File: config.mk
export PLATFORM = sky130hd
export DESIGN_NAME = cnn_conv3x3_stream
export DESIGN_NICKNAME = d
export VERILOG_FILES = /design/src/rtl/cnn_conv3x3_stream.sv
export SDC_FILE = /design/constraint.sdc
export NUM_CORES = 2
export LEC_CHECK = 0
export BUFFER_PORTS_ARGS = -buffer_cell sky130_fd_sc_hd__buf_2
export CORE_MARGIN = 8
export CORE_UTILIZATION = 45
export CTS_CLUSTER_SIZE = 16
export DETAILED_ROUTE_END_ITERATION = 10
export PLACE_DENSITY = 0.69
export SYNTH_ARGS = -nofsm -noshare
export SYNTH_HDL_FRONTEND = slang
export SYNTH_SLANG_ARGS = --single-unit
File: constraint.sdc
create_clock -name iClk -period 23.1 [get_ports iClk]
set_input_delay 3.465 -clock iClk [delete_from_list [all_inputs] [get_ports iClk]]
set_output_delay 3.465 -clock iClk [all_outputs]
set_load 0.02 [all_outputs]
File: src/rtl/cnn_conv3x3_stream.sv
// Streaming 3x3 valid-mode convolution with two line buffers and a 3-stage MAC pipeline.
// Optional feature macro: CNN_RELU_EN selects ReLU/unsigned saturation instead of signed saturation.
module cnn_conv3x3_stream #(
  parameter int IMAGE_WIDTH  = 16,
  parameter int IMAGE_HEIGHT = 16,
  parameter int DATA_WIDTH   = 8,
  parameter int SHIFT        = 0
) (
  input  logic                  iClk,
  input  logic                  iRst,
  input  logic                  iStart,
  input  logic [DATA_WIDTH-1:0] iData,
  input  logic                  iValid,
  input  logic                  iWeightWe,
  input  logic [3:0]            iWeightAddr,
  input  logic [7:0]            iWeightData,
  output logic [DATA_WIDTH-1:0] oResult,
  output logic                  oValid,
  output logic                  oBusy,
  output logic                  oDone
);

  localparam int COL_W  = (IMAGE_WIDTH  > 2) ? $clog2(IMAGE_WIDTH)  : 1;
  localparam int ROW_W  = (IMAGE_HEIGHT > 2) ? $clog2(IMAGE_HEIGHT) : 1;
  localparam int PROD_W = DATA_WIDTH + 9;
  localparam int ACC_W  = DATA_WIDTH + 13;

  typedef enum logic [1:0] {
    ST_IDLE  = 2'd0,
    ST_RUN   = 2'd1,
    ST_DRAIN = 2'd2
  } state_t;

  state_t                    state_r;
  state_t                    state_nx_s;
  logic [1:0]                drain_cnt_r;
  logic [COL_W-1:0]          col_r;
  logic [ROW_W-1:0]          row_r;
  logic                      accept_s;
  logic                      adv_s;
  logic                      last_pix_s;
  logic                      win_ok_s;

  logic signed [7:0]         w_r [9];
  logic [DATA_WIDTH-1:0]     lb1_r [IMAGE_WIDTH];
  logic [DATA_WIDTH-1:0]     lb2_r [IMAGE_WIDTH];
  logic [DATA_WIDTH-1:0]     win_r [9];
  logic [DATA_WIDTH-1:0]     win_nx_s [9];
  logic [DATA_WIDTH-1:0]     new_col_s [3];

  logic signed [PROD_W-1:0]  prod_s [9];
  logic signed [PROD_W-1:0]  prod_r [9];
  logic                      v1_r;
  logic signed [ACC_W-1:0]   sum_s;
  logic signed [ACC_W-1:0]   sum_r;
  logic                      v2_r;
  logic signed [ACC_W-1:0]   shifted_s;

  logic [DATA_WIDTH-1:0]     result_r;
  logic                      valid_r;
  logic                      busy_r;
  logic                      done_r;

  // Zero-extended pixel times signed weight.
  function automatic logic signed [PROD_W-1:0] mul_px(
    input logic [DATA_WIDTH-1:0] px,
    input logic signed [7:0]     w
  );
    logic signed [DATA_WIDTH:0] pe;
    pe = {1'b0, px};
    return pe * w;
  endfunction

  // Clamp the shifted accumulator into the output range.
  function automatic logic [DATA_WIDTH-1:0] sat_res(input logic signed [ACC_W-1:0] v);
`ifdef CNN_RELU_EN
    if (v[ACC_W-1]) begin
      return {DATA_WIDTH{1'b0}};
    end else if (|v[ACC_W-2:DATA_WIDTH]) begin
      return {DATA_WIDTH{1'b1}};
    end else begin
      return v[DATA_WIDTH-1:0];
    end
`else
    if (v[ACC_W-1] && !(&v[ACC_W-2:DATA_WIDTH-1])) begin
      return {1'b1, {(DATA_WIDTH-1){1'b0}}};
    end else if (!v[ACC_W-1] && (|v[ACC_W-2:DATA_WIDTH-1])) begin
      return {1'b0, {(DATA_WIDTH-1){1'b1}}};
    end else begin
      return v[DATA_WIDTH-1:0];
    end
`endif
  endfunction

  assign accept_s   = (state_r == ST_RUN) && iValid;
  assign adv_s      = accept_s || (state_r == ST_DRAIN);
  assign last_pix_s = (col_r == COL_W'(IMAGE_WIDTH - 1)) && (row_r == ROW_W'(IMAGE_HEIGHT - 1));
  assign win_ok_s   = (col_r >= COL_W'(2)) && (row_r >= ROW_W'(2));

  // State register.
  always_ff @(posedge iClk) begin
    if (iRst) begin
      state_r <= ST_IDLE;
    end else begin
      state_r <= state_nx_s;
    end
  end

  // Next-state logic.
  always_comb begin
    state_nx_s = state_r;
    case (state_r)
      ST_IDLE: begin
        if (iStart) begin
          state_nx_s = ST_RUN;
        end else begin
          state_nx_s = ST_IDLE;
        end
      end
      ST_RUN: begin
        if (accept_s && last_pix_s) begin
          state_nx_s = ST_DRAIN;
        end else begin
          state_nx_s = ST_RUN;
        end
      end
      ST_DRAIN: begin
        if (drain_cnt_r == 2'd2) begin
          state_nx_s = ST_IDLE;
        end else begin
          state_nx_s = ST_DRAIN;
        end
      end
      default: state_nx_s = ST_IDLE;
    endcase
  end

  // Drain cycle counter.
  always_ff @(posedge iClk) begin
    if (iRst) begin
      drain_cnt_r <= 2'd0;
    end else if (state_r == ST_DRAIN) begin
      drain_cnt_r <= drain_cnt_r + 2'd1;
    end else begin
      drain_cnt_r <= 2'd0;
    end
  end

  // Raster position of the next accepted pixel.
  always_ff @(posedge iClk) begin
    if (iRst) begin
      col_r <= {COL_W{1'b0}};
      row_r <= {ROW_W{1'b0}};
    end else if ((state_r == ST_IDLE) && iStart) begin
      col_r <= {COL_W{1'b0}};
      row_r <= {ROW_W{1'b0}};
    end else if (accept_s) begin
      if (col_r == COL_W'(IMAGE_WIDTH - 1)) begin
        col_r <= {COL_W{1'b0}};
        row_r <= row_r + ROW_W'(1);
      end else begin
        col_r <= col_r + COL_W'(1);
      end
    end
  end

  // Weight file; writes land only while idle.
  always_ff @(posedge iClk) begin
    if (iRst) begin
      for (int i = 0; i < 9; i++) begin
        w_r[i] <= (i == 4) ? 8'sd1 : 8'sd0;
      end
    end else if ((state_r == ST_IDLE) && iWeightWe) begin
      for (int i = 0; i < 9; i++) begin
        if (iWeightAddr == 4'(i)) begin
          w_r[i] <= iWeightData;
        end
      end
    end
  end

  // Line buffers: lb1 tail is the pixel one row up, lb2 tail two rows up.
  always_ff @(posedge iClk) begin
    if (accept_s) begin
      lb1_r[0] <= iData;
      lb2_r[0] <= lb1_r[IMAGE_WIDTH-1];
      for (int i = 1; i < IMAGE_WIDTH; i++) begin
        lb1_r[i] <= lb1_r[i-1];
        lb2_r[i] <= lb2_r[i-1];
      end
    end
  end

  // Window after shifting in the column for the incoming pixel.
  always_comb begin
    new_col_s[0] = lb2_r[IMAGE_WIDTH-1];
    new_col_s[1] = lb1_r[IMAGE_WIDTH-1];
    new_col_s[2] = iData;
    for (int r = 0; r < 3; r++) begin
      win_nx_s[r*3+0] = win_r[r*3+1];
      win_nx_s[r*3+1] = win_r[r*3+2];
      win_nx_s[r*3+2] = new_col_s[r];
    end
  end

  // Window register, one column per accepted pixel.
  always_ff @(posedge iClk) begin
    if (accept_s) begin
      for (int i = 0; i < 9; i++) begin
        win_r[i] <= win_nx_s[i];
      end
    end
  end

  // Nine products from the post-shift window.
  always_comb begin
    for (int i = 0; i < 9; i++) begin
      prod_s[i] = mul_px(win_nx_s[i], w_r[i]);
    end
  end

  // Stage 1: multiply.
  always_ff @(posedge iClk) begin
    if (iRst) begin
      v1_r <= 1'b0;
      for (int i = 0; i < 9; i++) begin
        prod_r[i] <= {PROD_W{1'b0}};
      end
    end else if (adv_s) begin
      v1_r <= accept_s && win_ok_s;
      for (int i = 0; i < 9; i++) begin
        prod_r[i] <= prod_s[i];
      end
    end
  end

  // Full-width adder tree.
  always_comb begin
    sum_s = {ACC_W{1'b0}};
    for (int i = 0; i < 9; i++) begin
      sum_s = sum_s + ACC_W'(prod_r[i]);
    end
  end

  // Stage 2: accumulate.
  always_ff @(posedge iClk) begin
    if (iRst) begin
      sum_r <= {ACC_W{1'b0}};
      v2_r  <= 1'b0;
    end else if (adv_s) begin
      sum_r <= sum_s;
      v2_r  <= v1_r;
    end
  end

  assign shifted_s = sum_r >>> SHIFT;

  // Stage 3: shift/saturate; oValid is a single pulse per advancing cycle.
  always_ff @(posedge iClk) begin
    if (iRst) begin
      result_r <= {DATA_WIDTH{1'b0}};
      valid_r  <= 1'b0;
    end else begin
      valid_r <= adv_s && v2_r;
      if (adv_s && v2_r) begin
        result_r <= sat_res(shifted_s);
      end
    end
  end

  // Frame status outputs; done lines up with the last result.
  always_ff @(posedge iClk) begin
    if (iRst) begin
      busy_r <= 1'b0;
      done_r <= 1'b0;
    end else begin
      busy_r <= (state_nx_s != ST_IDLE);
      done_r <= (state_r == ST_DRAIN) && (drain_cnt_r == 2'd1);
    end
  end

  assign oResult = result_r;
  assign oValid  = valid_r;
  assign oBusy   = busy_r;
  assign oDone   = done_r;

endmodule

Yosys cells after proc, flatten, opt, wreduce, memory -nomap -nowiden:

Memories as Yosys holds them, arrays and structs flattened.
Index checks and enable logic that the tools add are counted.

* bits in writable memories: 553
* bits in latches: 0
* ROM bits: 0
* memories kept: 5
* bits in registers: 46
* word-level logic and storage cells: 161

Memory list
* prod_r: words 9, width 17, rd ports 9, clocked after Yosys merged registers in 0, wr ports 9, RTL line 52 `logic signed [PROD_W-1:0] prod_r [9];`
* lb1_r: words 16, width 8, rd ports 16, clocked after Yosys merged registers in 0, wr ports 16, RTL line 45 `logic [DATA_WIDTH-1:0] lb1_r [IMAGE_WIDTH];`
* lb2_r: words 16, width 8, rd ports 16, clocked after Yosys merged registers in 0, wr ports 16, RTL line 46 `logic [DATA_WIDTH-1:0] lb2_r [IMAGE_WIDTH];`
* w_r: words 9, width 8, rd ports 9, clocked after Yosys merged registers in 0, wr ports 9, RTL line 44 `logic signed [7:0] w_r [9];`
* win_r: words 9, width 8, rd ports 6, clocked after Yosys merged registers in 0, wr ports 9, RTL line 47 `logic [DATA_WIDTH-1:0] win_r [9];`

* $mul: 9
* add/subtract/negate cells: 11
* mux-type cells: 68
* eq/ne operators: 14
* bitwise gates (word level): 19
* magnitude comparators: 2
* shift operators: 0
* reductions and logical operators: 22
* div/mod/pow operators: 0

Operators with widths (count)
* multiplier 9 x 8 -> 17 bit: 9
* two-way mux 17 bit: 9
* two-way mux 8 bit: 11
* adder 21 x 17 -> 21 bit: 4
* two-way mux 1 bit: 44
* adder 20 x 17 -> 21 bit: 1
* adder 19 x 17 -> 20 bit: 1
* adder 18 x 17 -> 19 bit: 1
* adder 17 x 17 -> 18 bit: 1
* OR 1 bit: 18
* equality test 4 x 3 -> 1 bit, second input constant: 4
* AND reduction 13 bit: 1
* OR reduction 13 bit: 1
* equality test 4 bit, second input constant: 3
* logical AND 1 bit: 11
* adder 4 x 1 -> 4 bit, second input constant: 2
* equality test 4 x 2 -> 1 bit, second input constant: 2
* >= comparator 4 x 2 -> 1 bit, second input constant: 2
* case mux 2 bit (3 select lines): 1
* equality test 2 x 1 -> 1 bit, second input constant: 2
* equality test 2 bit, second input constant: 2
* equality test 4 x 1 -> 1 bit, second input constant: 1
* logical NOT 4 bit: 1
* two-way mux 2 bit: 2
* 9 further kinds: 11

Longest topological paths before layout:

An unclocked memory read counts as a cell.

* depth in word-level cells: 9
* depth in mapped cells: 18

Worst setup path before layout:

OpenSTA, ideal clock, no wires.

* kind: input -> register
* from: input port iValid
* to: register row_r[3]
* required time: 22980 ps
* stages on the path: 7
* arrival time: 10212 ps
* setup slack: 12768 ps
* buffers on the path: 0
* cells stage by stage: nand3b_1 > inv_1 > nand2_1 > nor2_1 > nand4_1 > xor2_1 > nor2_1

* longest elaborated chain between the ends: 2

Ends and longest elaborated chain
* start, declared: RTL line 13 `input logic iValid,`
* logical AND 1 bit: RTL line 95 `assign accept_s = (state_r == ST_RUN) && iValid;`
* named net accept_s: RTL line 39 `logic accept_s;`
* AND reduction 2 bit (no source line)
* end signal, assigned: RTL line 153 `row_r <= {ROW_W{1'b0}};`
* end signal, assigned: RTL line 156 `row_r <= {ROW_W{1'b0}};`
* end signal, assigned: RTL line 160 `row_r <= row_r + ROW_W'(1);`
* end, declared: RTL line 38 `logic [ROW_W-1:0] row_r;`

The timed path passes the listed nets, and every way through them passes these cells.
A chain may end at the register's enable or synchronous reset.

==> impl_metrics.env <==
export IMPL_synthesis_nets=4545
export IMPL_grt_pass1_wl_mm=143
export IMPL_cp_slowest_cell="fa_1"
export IMPL_wl_per_cell_microns=17.8
export IMPL_slew_headroom_pct=19.9
export IMPL_period_needed_ns=7.07
export IMPL_num_rows=111
export IMPL_synth_avg_cell_area_sq_um=11.3
export IMPL_grt_start_max_net_pins=88
export IMPL_required_ns=23.45
export IMPL_setup_tns_ns=0
export IMPL_critPathBufInv=6
export IMPL_io_pins=36
export IMPL_synth_cells=3651
export IMPL_endpoint_kind="flop"
export IMPL_grtUsageMet3_pct=2.67
export IMPL_cts_root_buf="clkbuf_16"
export IMPL_cts_max_level=2
export IMPL_cp_max_fo=9
export IMPL_cts_resized=0
export IMPL_total_power_w=0.00372
export IMPL_cts_path_max_buffers=3
export IMPL_die_height_microns=319
export IMPL_grt_setup_unrepaired="no"
export IMPL_num_antenna_cells=0
export IMPL_start_util_pct=45.2
export IMPL_finalHoldViolations=0
export IMPL_port_buffers=35
export IMPL_synth_warning_count=0
export IMPL_hold_class="flop to flop"
export IMPL_max_freq_mhz=142
export IMPL_use_met1_pct=24.0
export IMPL_grt_pass1_vias=26600
export IMPL_grt_ovfl_total=0
export IMPL_status="finished clean"
export IMPL_holdBufCountCts=0
export IMPL_drtIter0Drc=1945
export IMPL_areaGrowthSynthToFinish_pct=8.58
export IMPL_drc=0
export IMPL_vias=25700
export IMPL_max_stage_delay_ns=0.55
export IMPL_globalRoute_busiestLayer="met2"
export IMPL_globalplace_congestion=0.871
export IMPL_max_vdd_ir_drop_uv=113
export IMPL_critical_path_cell_chain="buf_2 > and2_1 > fa_1 > inv_1 > fa_1 > inv_1 > fa_1 > inv_1 > fa_1 > inv_1 > ha_1 > o21ai_0 > inv_1 > a2111oi_2 > or3_1 > nand3_1 > nor3b_1"
export IMPL_yosys_area_top_type="edfxtp_1"
export IMPL_clk_pin_slew_worst_paths_ns=0.06
export IMPL_grtUsageMet2_pct=29.2
export IMPL_clk_latency_ns=0.64
export IMPL_yosysUniqueCellTypes=67
export IMPL_post_dp_cell_area_sq_um=42900
export IMPL_fin_area_sq_um=44800
export IMPL_power_density_nw_per_um2=82.9
export IMPL_crit_path_start_kind="primary input"
export IMPL_cts_num_sinks=543
export IMPL_synthFlopType="edfxtp_1"
export IMPL_worst_ep_arrival_time_ns=7.42
export IMPL_routed_via_density=5.18
export IMPL_ys_top_cells_by_area="edfxtp_1, fa_1, ha_1"
export IMPL_grt_usage_pct=17.6
export IMPL_synth_top_area_share_pct=36.1
export IMPL_finalCoreUtilization_pct=49.1
export IMPL_drive_above_1_share_pct=4.35
export IMPL_crit_top_cell="inv_1"
export IMPL_max_cap_viol_count=0
export IMPL_antenna_left=0
export IMPL_drt_first_pass_iters=5
export IMPL_hpwlAfterDp_mm=67.4
export IMPL_timing_final_crit_share_pct=30.6
export IMPL_antenna_found_initial=4
export IMPL_worstSetupPathType="primary input to flop"
export IMPL_seq_area_frac_synth_pct=38.4
export IMPL_cts_tree="built"
export IMPL_drv_slew=0
export IMPL_skew_ns=0.0341
export IMPL_ys_ff_latch=543
export IMPL_tightest_slew_ns=1.20
export IMPL_ys_async_sr_fraction_pct=0
export IMPL_synth_edff_count=497
export IMPL_synth_area_sq_um=41300
export IMPL_finalNetCount=4618
export IMPL_dieArea_sq_um=102000
export IMPL_coreArea_sq_um=91400
export IMPL_finalSetupViolCount=0
export IMPL_cts_buffers=57
export IMPL_die_w_microns=319
export IMPL_drt_total_wl_mm=88.4
export IMPL_post_cts_buffers=0
export IMPL_leakage_nw=20.3
export IMPL_path_delay_family="adder cells"
kinds of logic (layout without fill, tap and decap cells):
logic type               Yosys count  count (layout)  share of synthesized area (%)
AND/OR/NAND/NOR                 1010            1010                           12.5
adder cells (fa/ha/maj)          869             869                           34.6
buffers and inverters            800             922                           7.32
flip-flops                       543             543                           38.4
AO/OA/AOI/OAI                    364             364                           5.83
XOR/XNOR                          48              48                           1.02
multiplexers                      17              17                          0.418
metal layers:
metal / vias to the layer above / wire, microns
met2: 560 / 42200
met5: - / 0
met4: 0 / 2300
met3: 124 / 5030
li1: 12100 / -
met1: 12900 / 38900
final cells by class:
cell class,count,area (sq um)
Fill cell,8198,46500
Multi-Input combinational cell,2308,22500
Sequential cell,543,15800
Inverter,768,2900
Tap cell,1186,1480
Clock buffer,65,1460
Clock inverter,43,450
Timing Repair Buffer,46,258
worst reg2reg max path: stages (launching register included):
cell and delay (ns):
edfxtp_1 0.54, inv_1 0.27, nor2_1 0.11, fa_1 0.50
inv_1 0.05, fa_1 0.48, inv_1 0.05, fa_1 0.48
inv_1 0.05, fa_1 0.48, inv_1 0.05, ha_1 0.30
o21a_1 0.13, a2111oi_1 0.63, o31ai_1 0.19, xnor2_1 0.34
nor2_1 0.07
layout by cell type, fill, tap and decap left out, drive strengths merged, types with 15 or more instances in the layout:
cell and instances:
a211oi 16, a21o 24, a21oi 87, a31oi 16, and2 324, buf 46, clkbuf 65, clkinv 27
dfxtp 46, edfxtp 497, fa 455, ha 414, inv 776, mux2i 15, nand2 318, nand2b 62
nand3 26, nand4 15, nor2 135, nor2b 21, nor3 40, o21a 21, o21ai 88, or3 19
xnor2 22, xor2 26
worst paths after layout:
path	to	from	slack [ns]	depth (start not counted)
worst min register to register	lb2_r[1][30]$_DFFE_PP_	lb2_r[1][22]$_DFFE_PP_	0.41	0
worst max register to register	prod_r[0][30]$_SDFFCE_PN0P_	w_r[0][15]$_DFFE_PP_	18.12	16
worst max-delay path	prod_r[0][151]$_SDFFCE_PN0P_	iData[3]	16.03	17
worst min-delay path	lb2_r[1][30]$_DFFE_PP_	lb2_r[1][22]$_DFFE_PP_	0.41	0
flip-flops by register name, summed over array words and instances (netlist names):
name         cells
shifted_s       21
oDone            1
row_r            4
col_r            4
state_r          2
lb2_r          128
v2_r             1
prod_r         153
w_r             72
oBusy            1
oResult          8
lb1_r          121
drain_cnt_r      2
v1_r             1
oValid           1
win_r           23
power by group:
group | internal, W | leakage (nW) | switching (W)
Combinational | 0.000653 | 14.1 | 0.000933
Clock | 0.000538 | 0.941 | 0.000406
Sequential | 0.00114 | 5.24 | 0.0000514
Total | 0.00233 | 20.3 | 0.00139
stage by stage:
stage,cells,hold slack (ns),worst slack [ns]
floorplan,3651,0.400,12.77
global placement,4851,0.400,15.41
detailed placement,4851,0.405,15.42
CTS,4959,0.418,16.07
global route,4959,0.417,15.79
finish,4959,0.414,16.03
cells in the mapped netlist (15+ instances only):
cell and n:
inv_1 768, edfxtp_1 497, fa_1 455, ha_1 414
and2_1 324, nand2_1 318, nor2_1 135, a21oi_1 86
o21ai_0 85, nand2b_1 62, dfxtp_1 46, nor3_1 40
nand3_1 26, xor2_1 26, a21o_1 24, xnor2_1 22
nor2b_1 21, o21a_1 21, or3_1 19, a211oi_1 16
a31oi_1 16, buf_2 16, clkbuf_1 15, mux2i_1 15
nand4_1 15
Power figures use the tool's default switching activity.
